==> src/rtl/hazard_forward_unit_pkg.sv <==
// Shared types and constants for the hazard/forwarding controller.
// The scoreboard entry carries a fixed-width rd so one struct serves every REG_ADDR_W up to RD_MAX_W.
package hazard_forward_unit_pkg;

  localparam int RD_MAX_W = 8;
  localparam int FWD_RF   = 0;

  localparam logic [1:0] ST_RUN    = 2'd0;
  localparam logic [1:0] ST_DRAIN  = 2'd1;
  localparam logic [1:0] ST_HALTED = 2'd2;

  typedef struct packed {
    logic                valid;
    logic [RD_MAX_W-1:0] rd;
    logic                is_load;
  } entry_t;

  // Load data only exists from stage load_lat onward; ALU results are usable at any stage.
  function automatic logic stage_ready(input logic is_load, input int stage, input int load_lat);
    return !is_load || (stage >= load_lat);
  endfunction

endpackage

==> src/rtl/hazard_forward_unit_match.sv <==
// Priority match of one decode source register against the in-flight writer scoreboard.
// Reports whether a writer exists, which stage holds the youngest one, and if its value is usable yet.
module hazard_match
  import hazard_forward_unit_pkg::*;
#(
  parameter int DEPTH    = 2,
  parameter int LOAD_LAT = 2,
  parameter int SEL_W    = 2
) (
  input  logic                use_rs,
  input  logic [RD_MAX_W-1:0] rs,
  input  entry_t              sb [DEPTH],
  output logic                hit,
  output logic [SEL_W-1:0]    sel,
  output logic                ready
);

  always_comb begin
    // NOTE: every output gets a default before the loop so no path leaves it unassigned (no latch).
    hit   = 1'b0;
    sel   = '0;
    ready = 1'b0;
    // Scan oldest to youngest so the youngest matching writer is the last to overwrite.
    for (int k = DEPTH - 1; k >= 0; k--) begin
      if (use_rs && sb[k].valid && (sb[k].rd == rs)) begin
        hit   = 1'b1;
        sel   = SEL_W'(k + 1);
        ready = stage_ready(sb[k].is_load, k + 1, LOAD_LAT);
      end
    end
  end

endmodule

==> src/rtl/hazard_forward_unit.sv <==
// Pipeline hazard and forwarding controller: writer scoreboard, forwarding selects,
// load-use stalls, branch squash, write-back port and the STOP drain/halt sequence.
module hazard_forward_unit
  import hazard_forward_unit_pkg::*;
#(
  parameter int  REG_ADDR_W = 2,
  parameter int  DEPTH      = 2,
  parameter int  LOAD_LAT   = 2,
  parameter int  CNT_W      = 16,
  localparam int SEL_W      = $clog2(DEPTH + 1)
) (
  input  logic                  clock,
  input  logic                  reset,
  input  logic                  id_valid,
  input  logic [REG_ADDR_W-1:0] id_rs1,
  input  logic [REG_ADDR_W-1:0] id_rs2,
  input  logic                  id_use_rs1,
  input  logic                  id_use_rs2,
  input  logic                  id_wr_en,
  input  logic [REG_ADDR_W-1:0] id_rd,
  input  logic                  id_is_load,
  input  logic                  id_stop,
  input  logic                  br_flush,
  output logic                  stall,
  output logic [SEL_W-1:0]      fwd_sel_r1,
  output logic [SEL_W-1:0]      fwd_sel_r2,
  output logic                  rf_write,
  output logic [REG_ADDR_W-1:0] rf_waddr,
  output logic                  halted,
  output logic [CNT_W-1:0]      stall_count
);

  entry_t     sb [DEPTH];
  logic [1:0] state;

  logic             hit1, ready1, hit2, ready2;
  logic [SEL_W-1:0] sel1, sel2;
  logic             run, hazard, issue, sb_empty;

  hazard_match #(.DEPTH(DEPTH), .LOAD_LAT(LOAD_LAT), .SEL_W(SEL_W)) u_match_rs1 (
    .use_rs (id_use_rs1),
    .rs     (RD_MAX_W'(id_rs1)),
    .sb     (sb),
    .hit    (hit1),
    .sel    (sel1),
    .ready  (ready1)
  );

  hazard_match #(.DEPTH(DEPTH), .LOAD_LAT(LOAD_LAT), .SEL_W(SEL_W)) u_match_rs2 (
    .use_rs (id_use_rs2),
    .rs     (RD_MAX_W'(id_rs2)),
    .sb     (sb),
    .hit    (hit2),
    .sel    (sel2),
    .ready  (ready2)
  );

  assign run    = (state == ST_RUN);
  assign hazard = (hit1 & ~ready1) | (hit2 & ~ready2);
  assign stall  = id_valid & run & ~br_flush & hazard;
  assign issue  = id_valid & ~stall & ~br_flush & run;

  assign fwd_sel_r1 = (hit1 & ready1) ? sel1 : SEL_W'(FWD_RF);
  assign fwd_sel_r2 = (hit2 & ready2) ? sel2 : SEL_W'(FWD_RF);

  assign rf_write = sb[DEPTH-1].valid;
  assign rf_waddr = sb[DEPTH-1].rd[REG_ADDR_W-1:0];
  assign halted   = (state == ST_HALTED);

  always_comb begin
    sb_empty = 1'b1;
    for (int k = 0; k < DEPTH; k++) begin
      if (sb[k].valid) sb_empty = 1'b0;
    end
  end

  always_ff @(posedge clock or negedge reset) begin
    if (!reset) begin
      // NOTE: the scoreboard is a handful of flops, not a RAM, so it is reset; stale valid bits would fake hazards.
      for (int k = 0; k < DEPTH; k++) sb[k] <= '0;
      state       <= ST_RUN;
      stall_count <= '0;
    end else begin
      // NOTE: non-blocking assignments let every stage read its neighbour's pre-edge value, giving a true shift.
      sb[0] <= '{valid: issue & id_wr_en & ~id_stop, rd: RD_MAX_W'(id_rd), is_load: id_is_load};
      for (int k = 1; k < DEPTH; k++) sb[k] <= sb[k-1];

      if (stall && (stall_count != '1)) stall_count <= stall_count + CNT_W'(1);

      case (state)
        ST_RUN:   if (issue && id_stop) state <= ST_DRAIN;
        ST_DRAIN: if (sb_empty) state <= ST_HALTED;
        default:  state <= state;
      endcase
    end
  end

endmodule

==> config.mk <==
export PLATFORM = sky130hd
export DESIGN_NAME = hazard_forward_unit
export DESIGN_NICKNAME = d
export VERILOG_FILES = /design/src/rtl/hazard_forward_unit_pkg.sv /design/src/rtl/hazard_forward_unit_match.sv /design/src/rtl/hazard_forward_unit.sv
export SDC_FILE = /design/constraint.sdc
export NUM_CORES = 1
export LEC_CHECK = 0
export ABC_AREA = 1
export BUFFER_PORTS_ARGS = -buffer_cell sky130_fd_sc_hd__clkbuf_2
export CELL_PAD_IN_SITES_DETAIL_PLACEMENT = 1
export CELL_PAD_IN_SITES_GLOBAL_PLACEMENT = 1
export CORE_MARGIN = 2
export CORE_UTILIZATION = 37
export DETAILED_ROUTE_END_ITERATION = 16
export PLACE_DENSITY_LB_ADDON = 0.1
export SLEW_MARGIN = 0
export SYNTH_ARGS = -nofsm -noshare
export SYNTH_HDL_FRONTEND = slang
export SYNTH_SLANG_ARGS = --single-unit
==> constraint.sdc <==
create_clock -name clock -period 1.8 [get_ports clock]
set_input_delay 0.18 -clock clock [delete_from_list [all_inputs] [get_ports clock]]
set_output_delay 0.18 -clock clock [all_outputs]
set_load 0.01 [all_outputs]
**Yosys cells after proc, flatten, opt, wreduce, memory -nomap -nowiden**

Index checks and enable logic that the tools add are counted.

- Add/sub/neg operators: 1
- Equal/unequal tests: 9
- Mux-type cells: 17
- Bitwise gates (word level): 18
- Reductions and logical operators: 14

Operators with widths:

| kind | count |
|---|---|
| $add A16 B1 Y16 const B | 1 |
| $mux W2 | 8 |
| $ne A16 B16 Y1 const B | 1 |
| $and A1 B1 Y1 | 12 |
| $logic_and A1 B1 Y1 | 10 |
| $eq A2 B2 Y1 | 4 |
| $mux W1 | 8 |
| $not A1 Y1 | 5 |
| $pmux W2 S2 | 1 |
| $reduce_and A3 Y1 | 1 |
| $eq A2 B1 Y1 const B | 1 |
| $eq A2 B2 Y1 const B | 1 |
| $logic_not A2 Y1 | 1 |
| $ne A2 B1 Y1 const B | 1 |
| $ne A2 B2 Y1 const B | 1 |
| $reduce_bool A2 Y1 | 1 |
| $logic_not A1 Y1 | 1 |
| $or A1 B1 Y1 | 1 |

- Flip-flop bits (word level): 25
- Bits of input ports: 15
- Output and inout port bits: 25
- Logic and storage cells: 66

**Longest topological paths before layout**

Gate-level depths: netlist of run 1.

- Depth after elaboration: 15
- Mapped depth: 10

**Modules after synthesis**

A second synthesis of run 1 with hierarchy kept.

- Cell total of the unflattened synthesis: 327
- Area total of the unflattened synthesis: 2,039.5 µm²

Modules (own cells, without submodules):

| module | times used | cells an instance | area each (µm²) | sequential area each (µm²) |
|---|---|---|---|---|
| hazard_forward_unit | 1 | 183 | 1,371.3 | 650.6 |
| hazard_match | 2 | 72 | 334.1 | 0.0 |

**Least setup slack after synthesis of run 1**

OpenSTA, ideal clock, no wires.

- Path type: reg-to-reg
- From: reg stall_count[1]
- To: reg stall_count[2]
- Arrival: 1.488 ns
- Required time: 1.683 ns
- Slack: 0.194 ns
- Stages on the path, launching flop included: 10
- Path through: dfrtp_1 > ha_1 > nand3_2 > nor2_8 > nand2_4 > nor2_4 > nand2_4 > buf_2 > nand4_1 > nand2_1

- Cells in the longest elaborated chain, start to end: 2

RTL lines:

| what | RTL line | text |
|---|---|---|
| start, declared | hazard_forward_unit.sv:30 | `output logic [CNT_W-1:0] stall_count` |
| start signal, assigned | hazard_forward_unit.sv:88 | `if (stall && (stall_count != '1)) stall_count <= stall_count + CNT_W'(1);` |
| branches (longest 2 deep; another with $add A16 B1 Y16) | -- |  |

Several ways; the timed one is not identified.
A chain may end at the register's enable or synchronous reset.

**Final worst setup path of run 1**

- From: reg stall_count[0]
- To: reg stall_count[14]

The elaborated chain is that of the path after synthesis.

==> run metrics, run 1 <==
Post-Layout Inst Area=1930 sq um; maximum VDD drop=0.330 mV; Worst R2R Path Depth=9; Syn Area/Cell=7.48 sq um; post-synth net total=225; Final nets=273; # port buffers=39; CTS tree=done; placed cells=298; synthesized area=1560 sq um; Placed Area=1830 sq um; critical path type=reg2reg; final worst setup slack=0.139 ns; Core Util, Final=0.480; Syn Inst Count=209; Non-Filler Instances=306; total leakage power=1.05 nW; final WL=4070 microns; starting DRC count in detailed routing=38; number of global-route vias before repair=1503; Die X=69.0 microns; GR Util All Layers=0.175; final hold vios=0; Num Clock Sinks=25; Routability Congestion=0.740; I/O Pins=40; Initial Utilization=0.388; Tcrit/Tclk final=0.923; fillers=528; Post-DRT Antenna Nets=0; PwrDens=499 nW/um^2; top cell type's share of synthesized area=0.400; Pwr Total=0.964 mW; Area Overhead vs Synth=23.7%; vias per cell=4.93; Die Height=69.0 microns; vias=1510; Max Slew Vio Count=0; core region area=4030 sq um; site row count=23; worst hold path depth=1; pre-CTS WS=0.0903 ns; H-tree levels=1; first-pass GRT wire length=6930 microns; DRT Pass-1 Iters=4; total grt overflow=0; register bit total from synthesis=25; clock transition at the registers of the reported paths=0.09 ns; cts bufs inserted=3; async set or reset register ratio after synthesis=1.00; Setup TNS=0 ns; Max Fanout on Critical Path=17; Synth area leaders=dfrtp_1 (40%), nand2_1 (19%), nand4_1 (8.8%); # setup viols final=0; relative max-transition margin=0.576; Max Freq=0.602 GHz; clock buffer depth=2; worst min-delay path class=in2reg; Final min period=1.66 ns; count of cell types in the netlist=26; largest net degree at the start of global routing=26; n_diodes=0; Worst Setup Start Kind=flop; worst clock skew=0.00587 ns; Max Cap Viol=0; Ys Warns=0; Synth area leader=dfrtp_1; post-DR wirelength/cell=13.3 microns; Die ar.=4760 sq um; worst skew pair latency=0.27 ns; Post-synth top flop=dfrtp_1; drt drc=0; share of the yosys chip area belonging to registers=0.400; proportion of layout cells with a drive suffix above 1=0.258; DPL Wire Length=3150 microns; unrepaired setup endpoints after global routing=true; worst path required time=2.01 ns; crit end category=flop; initial antenna violation count=0; EDFF count, synth=0; Slew @ Worst Pin=0.636 ns; status=completed; arrival time worst endpoint=1.87 ns; clk root buf=clkbuf_8; Hold WS=0.0131 ns
## synthesized netlist by cell type, drive strengths merged, types with 3 or more instances
master and count:
xor2 5, inv 17, a21oi 4, nor2 24
nand3b 4, buf 7, dfrtp 25, nand3 11
xnor2 3, nand4 22, nand2 82
## flip-flops by register name, indices dropped and copies added (netlist names)
| name | count |
|---|---|
| stall_count | 16 |
| sb | 4 |
| rf_waddr | 2 |
| state | 2 |
| rf_write | 1 |
## where the power goes
part	internal, mW	switching [mW]	total (mW)	leakage, nW
Clock	0.158	0.179	0.338	0.0228
Combinational	0.0214	0.0314	0.0528	0.693
Sequential	0.567	0.00701	0.574	0.333
Total	0.747	0.218	0.964	1.05
## final timing paths
path | start | to | slack [ns]
worst max register to register | stall_count[0]$_DFFE_PN0P_ | stall_count[14]$_DFFE_PN0P_ | 0.14
max in group asynchronous | reset | sb[12]$_DFF_PN0_ | 0.94
worst max-delay path | stall_count[0]$_DFFE_PN0P_ | stall_count[14]$_DFFE_PN0P_ | 0.14
min in group asynchronous | reset | stall_count[5]$_DFFE_PN0P_ | 0.45
worst min register to register | sb[19]$_DFF_PN0_ | rf_write$_DFF_PN0_ | 0.44
worst min-delay path | id_is_load | sb[10]$_DFF_PN0_ | 0.01
## logic make-up after synthesis
kind of cell    Yosys count  share of synthesized area
buf+inv                  24                     0.0720
xor+xnor                  8                     0.0448
fa+ha+maj                 1                    0.00800
compound gates            6                     0.0232
simple gates            145                      0.452
flops                    25                      0.400
## critical path: stages (launching register included)
cell and delay, ns:
dfrtp_1 0.42, ha_2 0.22, nand3_2 0.15, nor2_8 0.16, nand2_4 0.07, nor2_4 0.14
nand2_8 0.12, nand3_4 0.18, nand2_1 0.07, nand2_1 0.07
## per-layer routing
metal | global-route usage | share of wire
met2 | 0.266 | 0.44
met1 | 0.261 | 0.53
met4 | 0.0392 | 0.0076
met5 | 0 | 0
met3 | 0.0263 | 0.028
## cells in the final DEF (no fill, tap or decap), types with 2 or more instances in the layout
cell	Yosys	final
clkbuf_8	0	3
xnor2_1	3	3
xor2_1	5	5
inv_2	2	2
a21oi_1	4	4
nand3_2	1	3
buf_4	3	9
inv_1	15	15
nand3b_1	4	4
nand2_1	79	79
nand4_1	22	22
clkbuf_2	0	39
nand3_1	9	7
nand3_4	1	2
dfrtp_1	25	25
nor2_1	21	21
## cell type report
cell class	instances	area, sq um	area share
multi-input cells	161	865	0.447
flip-flops and latches	25	626	0.323
repair buffers	49	273	0.141
inverters	17	63.8	0.0330
well taps	50	62.6	0.0323
clock buffers	4	45.0	0.0233
## what timing repair did
action                                  in CTS  in global routing
hold buffers                                 1                  0
buffers inserted                             0                  2
gates resized for setup                      0                  5
hold endpoints to repair                    25                  0
endpoints found under the setup margin       0                 16
Note: power is estimated with default switching activity, not from simulation.
==> inputs of run 2 (changes only) <==
==> constraint.sdc (replaced) <==
create_clock -name clock -period 1.7 [get_ports clock]
set_input_delay 0.17 -clock clock [delete_from_list [all_inputs] [get_ports clock]]
set_output_delay 0.17 -clock clock [all_outputs]
set_load 0.01 [all_outputs]
==> run 2 against run 1 <==
Net effect:
- critical path depth did not move
- via count rose by 5.2%
- register-to-register slack got worse by 0.06 ns
- worst setup slack got worse by 0.062 ns
- flip-flop and latch count did not move
- largest cell class unchanged
- sequential power rose by 5.9%
==> run metrics, run 2 (same netlist as run 1, synthesis figures left out) <==
Num Clock Sinks=25 (unchanged); worst clock skew=0.00319 ns (-0.00268 ns); Final nets=277 (+1.5%); worst hold path depth=2 (+1); cts bufs inserted=3 (unchanged); Die X=69.0 microns (unchanged); Slew @ Worst Pin=0.665 ns (+0.0289 ns); proportion of layout cells with a drive suffix above 1=0.277 (+0.0191); post-DR wirelength/cell=13.6 microns (+2.1%); # port buffers=39 (unchanged); postcts setup bufs=0 (unchanged); initial antenna violation count=0 (unchanged); Routed met3 length=174 microns (+54%); Worst R2R Path Depth=9 (unchanged); vias per cell=5.12 (+3.8%); Core Util, Final=0.492 (+0.0121); CTS tree=done; WL met2=1920 microns (+7.6%); worst min-delay path class=in2reg; unrepaired setup endpoints after global routing=true; Max Slew Vio Count=0 (unchanged); max reg flops=16 (unchanged); n_diodes=0 (unchanged); worst path required time=1.87 ns (-0.14 ns); arrival time worst endpoint=1.79 ns (-0.08 ns); clock transition at the registers of the reported paths=0.09 ns (about the same); Area Overhead vs Synth=26.8%; site row count=23 (unchanged); final hold vios=0 (unchanged); core region area=4030 sq um (unchanged); first-pass GRT wire length=6980 microns (+0.69%); Initial Utilization=0.388 (unchanged); Post-DRT Antenna Nets=0 (unchanged); # setup viols final=0 (unchanged); worst skew pair latency=0.27 ns (about the same); clock buffer depth=2 (unchanged); maximum VDD drop=0.250 mV (-24%); drt drc=0 (unchanged); relative max-transition margin=0.556 (-0.0193); GR Util All Layers=0.176 (+0.00159); starting DRC count in detailed routing=55 (+45%); vias=1588 (+5.2%); wl on met1=2090 microns (-2.6%); Max Fanout on Critical Path=17 (unchanged); DPL Wire Length=3140 microns (-0.25%); Max Cap Viol=0 (unchanged); Max Freq=0.616 GHz (+2.3%); total grt overflow=0 (unchanged); PwrDens=526 nW/um^2 (+5.6%); Regs by FF count=stall_count x16, sb x4; Die Height=69.0 microns (unchanged); Final min period=1.62 ns (-0.0380 ns); DRT Pass-1 Iters=4 (unchanged); Biggest register=stall_count; total leakage power=1.09 nW (+4.0%); final WL=4210 microns (+3.4%); I/O Pins=40 (unchanged); Worst Setup Start Kind=flop; most common cell after layout, fill and taps aside=nand2_1; number of global-route vias before repair=1516 (+0.86%); DR top layer=met4; H-tree levels=1 (unchanged); clk root buf=clkbuf_8; status=completed; Die ar.=4760 sq um (unchanged); Tcrit/Tclk final=0.954 (+0.0319); leading cell types in the layout, fill and taps excluded=nand2_1 (78), clkbuf_2 (37), dfrtp_1 (25), nand4_1 (22), nor2_1 (19); Hold WS=0.0558 ns (+0.0428 ns); Routability Congestion=0.731 (-1.2%); largest net degree at the start of global routing=26 (unchanged); critical path type=reg2reg; crit end category=flop
==> run 2: changes by cell type in the layout (fill, tap and decap cells not counted), sizes merged <==
cell	before	now
buf	9	12
dlygate4sd3	1	4
clkbuf	43	41
==> run 2: area by class of cell <==
class	instances	area, sq um
inverters	17	63.8
multi-input cells	161	876
well taps	50	62.6
fillers	533	2050
flip-flops and latches	25	626
clock buffers	4	45.0
repair buffers	53	310
==> run 2: power breakdown <==
group	internal [mW]	switching [mW]
clock network	0.168	0.199
logic	0.0293	0.0391
registers	0.600	0.00817
total	0.797	0.246
==> run 2: repair_timing <==
item | 4_1_cts | 5_1_grt
hold endpoints to repair | 26 | 2
hold buffers | 2 | 2
setup endpoints to repair | 0 | 18
gates resized for setup | 0 | 12
==> run 2: path summary, 6_finish.rpt <==
check                                           startpoint                           to  slack, ns
worst min-delay path                               id_stop             sb[19]$_DFF_PN0_       0.06
min in group asynchronous                            reset   stall_count[8]$_DFFE_PN0P_       0.45
worst min register to register            sb[19]$_DFF_PN0_           rf_write$_DFF_PN0_       0.45
worst max-delay path            stall_count[0]$_DFFE_PN0P_  stall_count[14]$_DFFE_PN0P_       0.08
max in group asynchronous                            reset  stall_count[12]$_DFFE_PN0P_       0.82
worst max register to register  stall_count[0]$_DFFE_PN0P_  stall_count[14]$_DFFE_PN0P_       0.08
==> run 2: stage by stage <==
step                      instance area (sq um)  worst slack (ns)  std cells  setup TNS [ns]  total power [mW]
after floorplan                            1560            0.0945        209               0             0.638
after global placement                     1850             0.160        301               0             0.673
after detailed placement                   1850             0.106        301               0             0.674
after CTS                                  1910           0.00565        307               0              1.04
after global routing                       1980           -0.0330        310         -0.0505              1.10
final                                      1980            0.0774        310               0              1.04
==> run 2: routing by layer <==
| layer | GRT usage | up-vias |
|---|---|---|
| met5 | 0 | - |
| met4 | 0.0327 | 0 |
| met3 | 0.0263 | 4 |
| met2 | 0.278 | 33 |
| met1 | 0.259 | 760 |
| li1 | - | 791 |
==> run 2: critical path, stage by stage (launching register included) <==
cell and delay, ns:
dfrtp_1 0.40, ha_1 0.23, nand3_2 0.14, nor2_8 0.05, nand2_4 0.07, nor2_4 0.04
nand2_4 0.18, nand3_2 0.23, nand2_1 0.12, nand2_1 0.06
==> inputs of run 3 (changes only) <==
==> constraint.sdc (replaced) <==
create_clock -name clock -period 1.5 [get_ports clock]
set_input_delay 0.15 -clock clock [delete_from_list [all_inputs] [get_ports clock]]
set_output_delay 0.15 -clock clock [all_outputs]
set_load 0.01 [all_outputs]
==> run 3 against run 2 <==
Net effect:
- non-clock buffer count grew 15
- critical path depth shrank 1
- the flow now finishes with violations (setup timing)
- power grew 14%
- wire length grew 11%
- clock skew is essentially flat
- largest cell class unchanged
- flip-flop and latch count is the same
==> run metrics, run 3 (same netlist as run 1, synthesis figures left out) <==
status=finished with violations; failing checks=setup timing; H-tree levels=1 (unchanged); first-pass GRT wire length=7880 microns (+13%); cts bufs inserted=3 (unchanged); final worst setup slack=-0.146 ns (-0.224 ns); Die X=69.0 microns (unchanged); Final nets=292 (+5.4%); Num Clock Sinks=25 (unchanged); total grt overflow=0 (unchanged); CP max stage delay=0.43 ns (+0.03 ns); worst-path cell chain=inv_2 -> nand2_1 -> nand2_2 -> nor2_4 -> nand3_2 -> buf_6 -> a21oi_2 -> buf_2; critical path's slowest cell=dfrtp_1; max reg flops=16 (unchanged); # port buffers=39 (unchanged); initial antenna violation count=0 (unchanged); final hold vios=0 (unchanged); CTS tree=done; most common cell after layout, fill and taps aside=nand2_1; clock transition at the registers of the reported paths=0.09 ns (about the same); worst min-delay path class=in2reg; proportion of layout cells with a drive suffix above 1=0.385 (+0.109); Max Slew Vio Count=0 (unchanged); unrepaired setup endpoints after global routing=true; Core Util, Final=0.544 (+0.0519); Max Cap Viol=0 (unchanged); vias per cell=5.02 (-2.0%); Max Fanout on Critical Path=4 (-13); maximum VDD drop=0.403 mV (+61%); Tcrit/Tclk final=1.10; I/O Pins=40 (unchanged); worst path required time=1.35 ns (-0.52 ns); Die Height=69.0 microns (unchanged); Biggest register=stall_count; final WL=4680 microns (+11%); largest net degree at the start of global routing=26 (unchanged); worst clock skew=0.00349 ns (+0.000304 ns); DPL Wire Length=3340 microns (+6.5%); Die ar.=4760 sq um (unchanged); Worst R2R Setup Slack=-0.04 ns (-0.12 ns); critical path type=reg2out; GR Util All Layers=0.200 (+0.0237); post-DR wirelength/cell=14.4 microns (+6.1%); drt drc=0 (unchanged); crit end category=output pin; starting DRC count in detailed routing=81 (+47%); Worst Setup Start Kind=flop; Max Freq=0.607 GHz; Regs by FF count=stall_count x16, sb x4; core region area=4030 sq um (unchanged); Initial Utilization=0.388 (unchanged); Area Overhead vs Synth=40.2%; Hold WS=0.0385 ns (-0.0173 ns); # setup viols final=15 (+15); site row count=23 (unchanged); clk root buf=clkbuf_8; pre-CTS WS=0.00325 ns (-0.103 ns); leading cell types in the layout, fill and taps excluded=nand2_1 (66), clkbuf_2 (35), nand4_1 (22), buf_4 (22), dfrtp_1 (22); Routability Congestion=0.791 (+8.2%); worst skew pair latency=0.27 ns (about the same); DRT Pass-1 Iters=4 (unchanged); Final min period=1.65 ns; clock buffer depth=2 (unchanged); arrival time worst endpoint=1.50 ns (-0.29 ns); n_diodes=0 (unchanged); number of global-route vias before repair=1642 (+8.3%); Slew @ Worst Pin=0.639 ns (-0.0268 ns); total leakage power=1.17 nW (+7.2%); Post-DRT Antenna Nets=0 (unchanged); vias=1631 (+2.7%); PwrDens=541 nW/um^2 (+2.8%); relative max-transition margin=0.574 (+0.0178)
run 3: cell count changes in the layout (fill, tap and decap cells not counted), moves of 3 or more:
cell and change:
dfrtp_1 -3, dfrtp_2 +3, buf_4 +12, nand2_2 +11, nand2_1 -12
run 3: area by class of cell:
class,instances,area [sq um]
fill,515,1840
multi-input combinational,161,947
sequential,25,629
timing repair buffer,68,443
inverter,17,63.8
tap,50,62.6
clock buffer,3,41.3
clock inverter,1,5.00
run 3: critical path, delay by kind of cell, from the launching register on:
family	cells	cell delay, ns
buf+inv	3	0.33
compound gates	1	0.11
simple gates	4	0.35
flops	1	0.43
run 3: report_power, final:
part	leakage [nW]	internal, mW	switching, mW
registers	0.328	0.680	0.0101
logic	0.815	0.0358	0.0449
clock network	0.0255	0.186	0.228
total	1.17	0.902	0.283
run 3: path summary, 6_finish.rpt:
check                                 start                    endpoint  depth (start not counted)
max                        sb[11]$_DFF_PN0_                       stall                          8
min                                 id_stop            sb[19]$_DFF_PN0_                          2
max reg2reg                sb[11]$_DFF_PN0_  stall_count[0]$_DFFE_PN0P_                         10
min reg2reg                sb[19]$_DFF_PN0_          rf_write$_DFF_PN0_                          0
max in group asynchronous             reset  stall_count[0]$_DFFE_PN0P_                          2
min in group asynchronous             reset  stall_count[6]$_DFFE_PN0P_                          2
run 3: repair_timing:
item	in CTS	in global routing
gates cloned	1	0
hold endpoints to repair	28	0
hold buffers	4	0
endpoints found under the setup margin	6	23
pin swaps	5	5
gates resized for setup	14	22
setup buffers	3	1
run 3: per-stage QoR:
step	TNS [ns]	instances	total power, mW	instance area (sq um)
6_report	-0.401	325	1.19	2190
5_1_grt	-2.41	325	1.24	2190
4_1_cts	-1.61	324	1.20	2130
3_5_place_dp	0	312	0.764	1950
3_3_place_gp	0	312	0.762	1950
2_1_floorplan	0	209	0.724	1590
run 3: metal layers:
metal | track usage | part of all wire | vias to the layer above
met2 | 0.340 | 0.49 | 28
met5 | 0 | 0 | -
li1 | - | - | 817
met4 | 0.0283 | 0.0019 | 0
met3 | 0.0263 | 0.038 | 2
met1 | 0.278 | 0.47 | 784
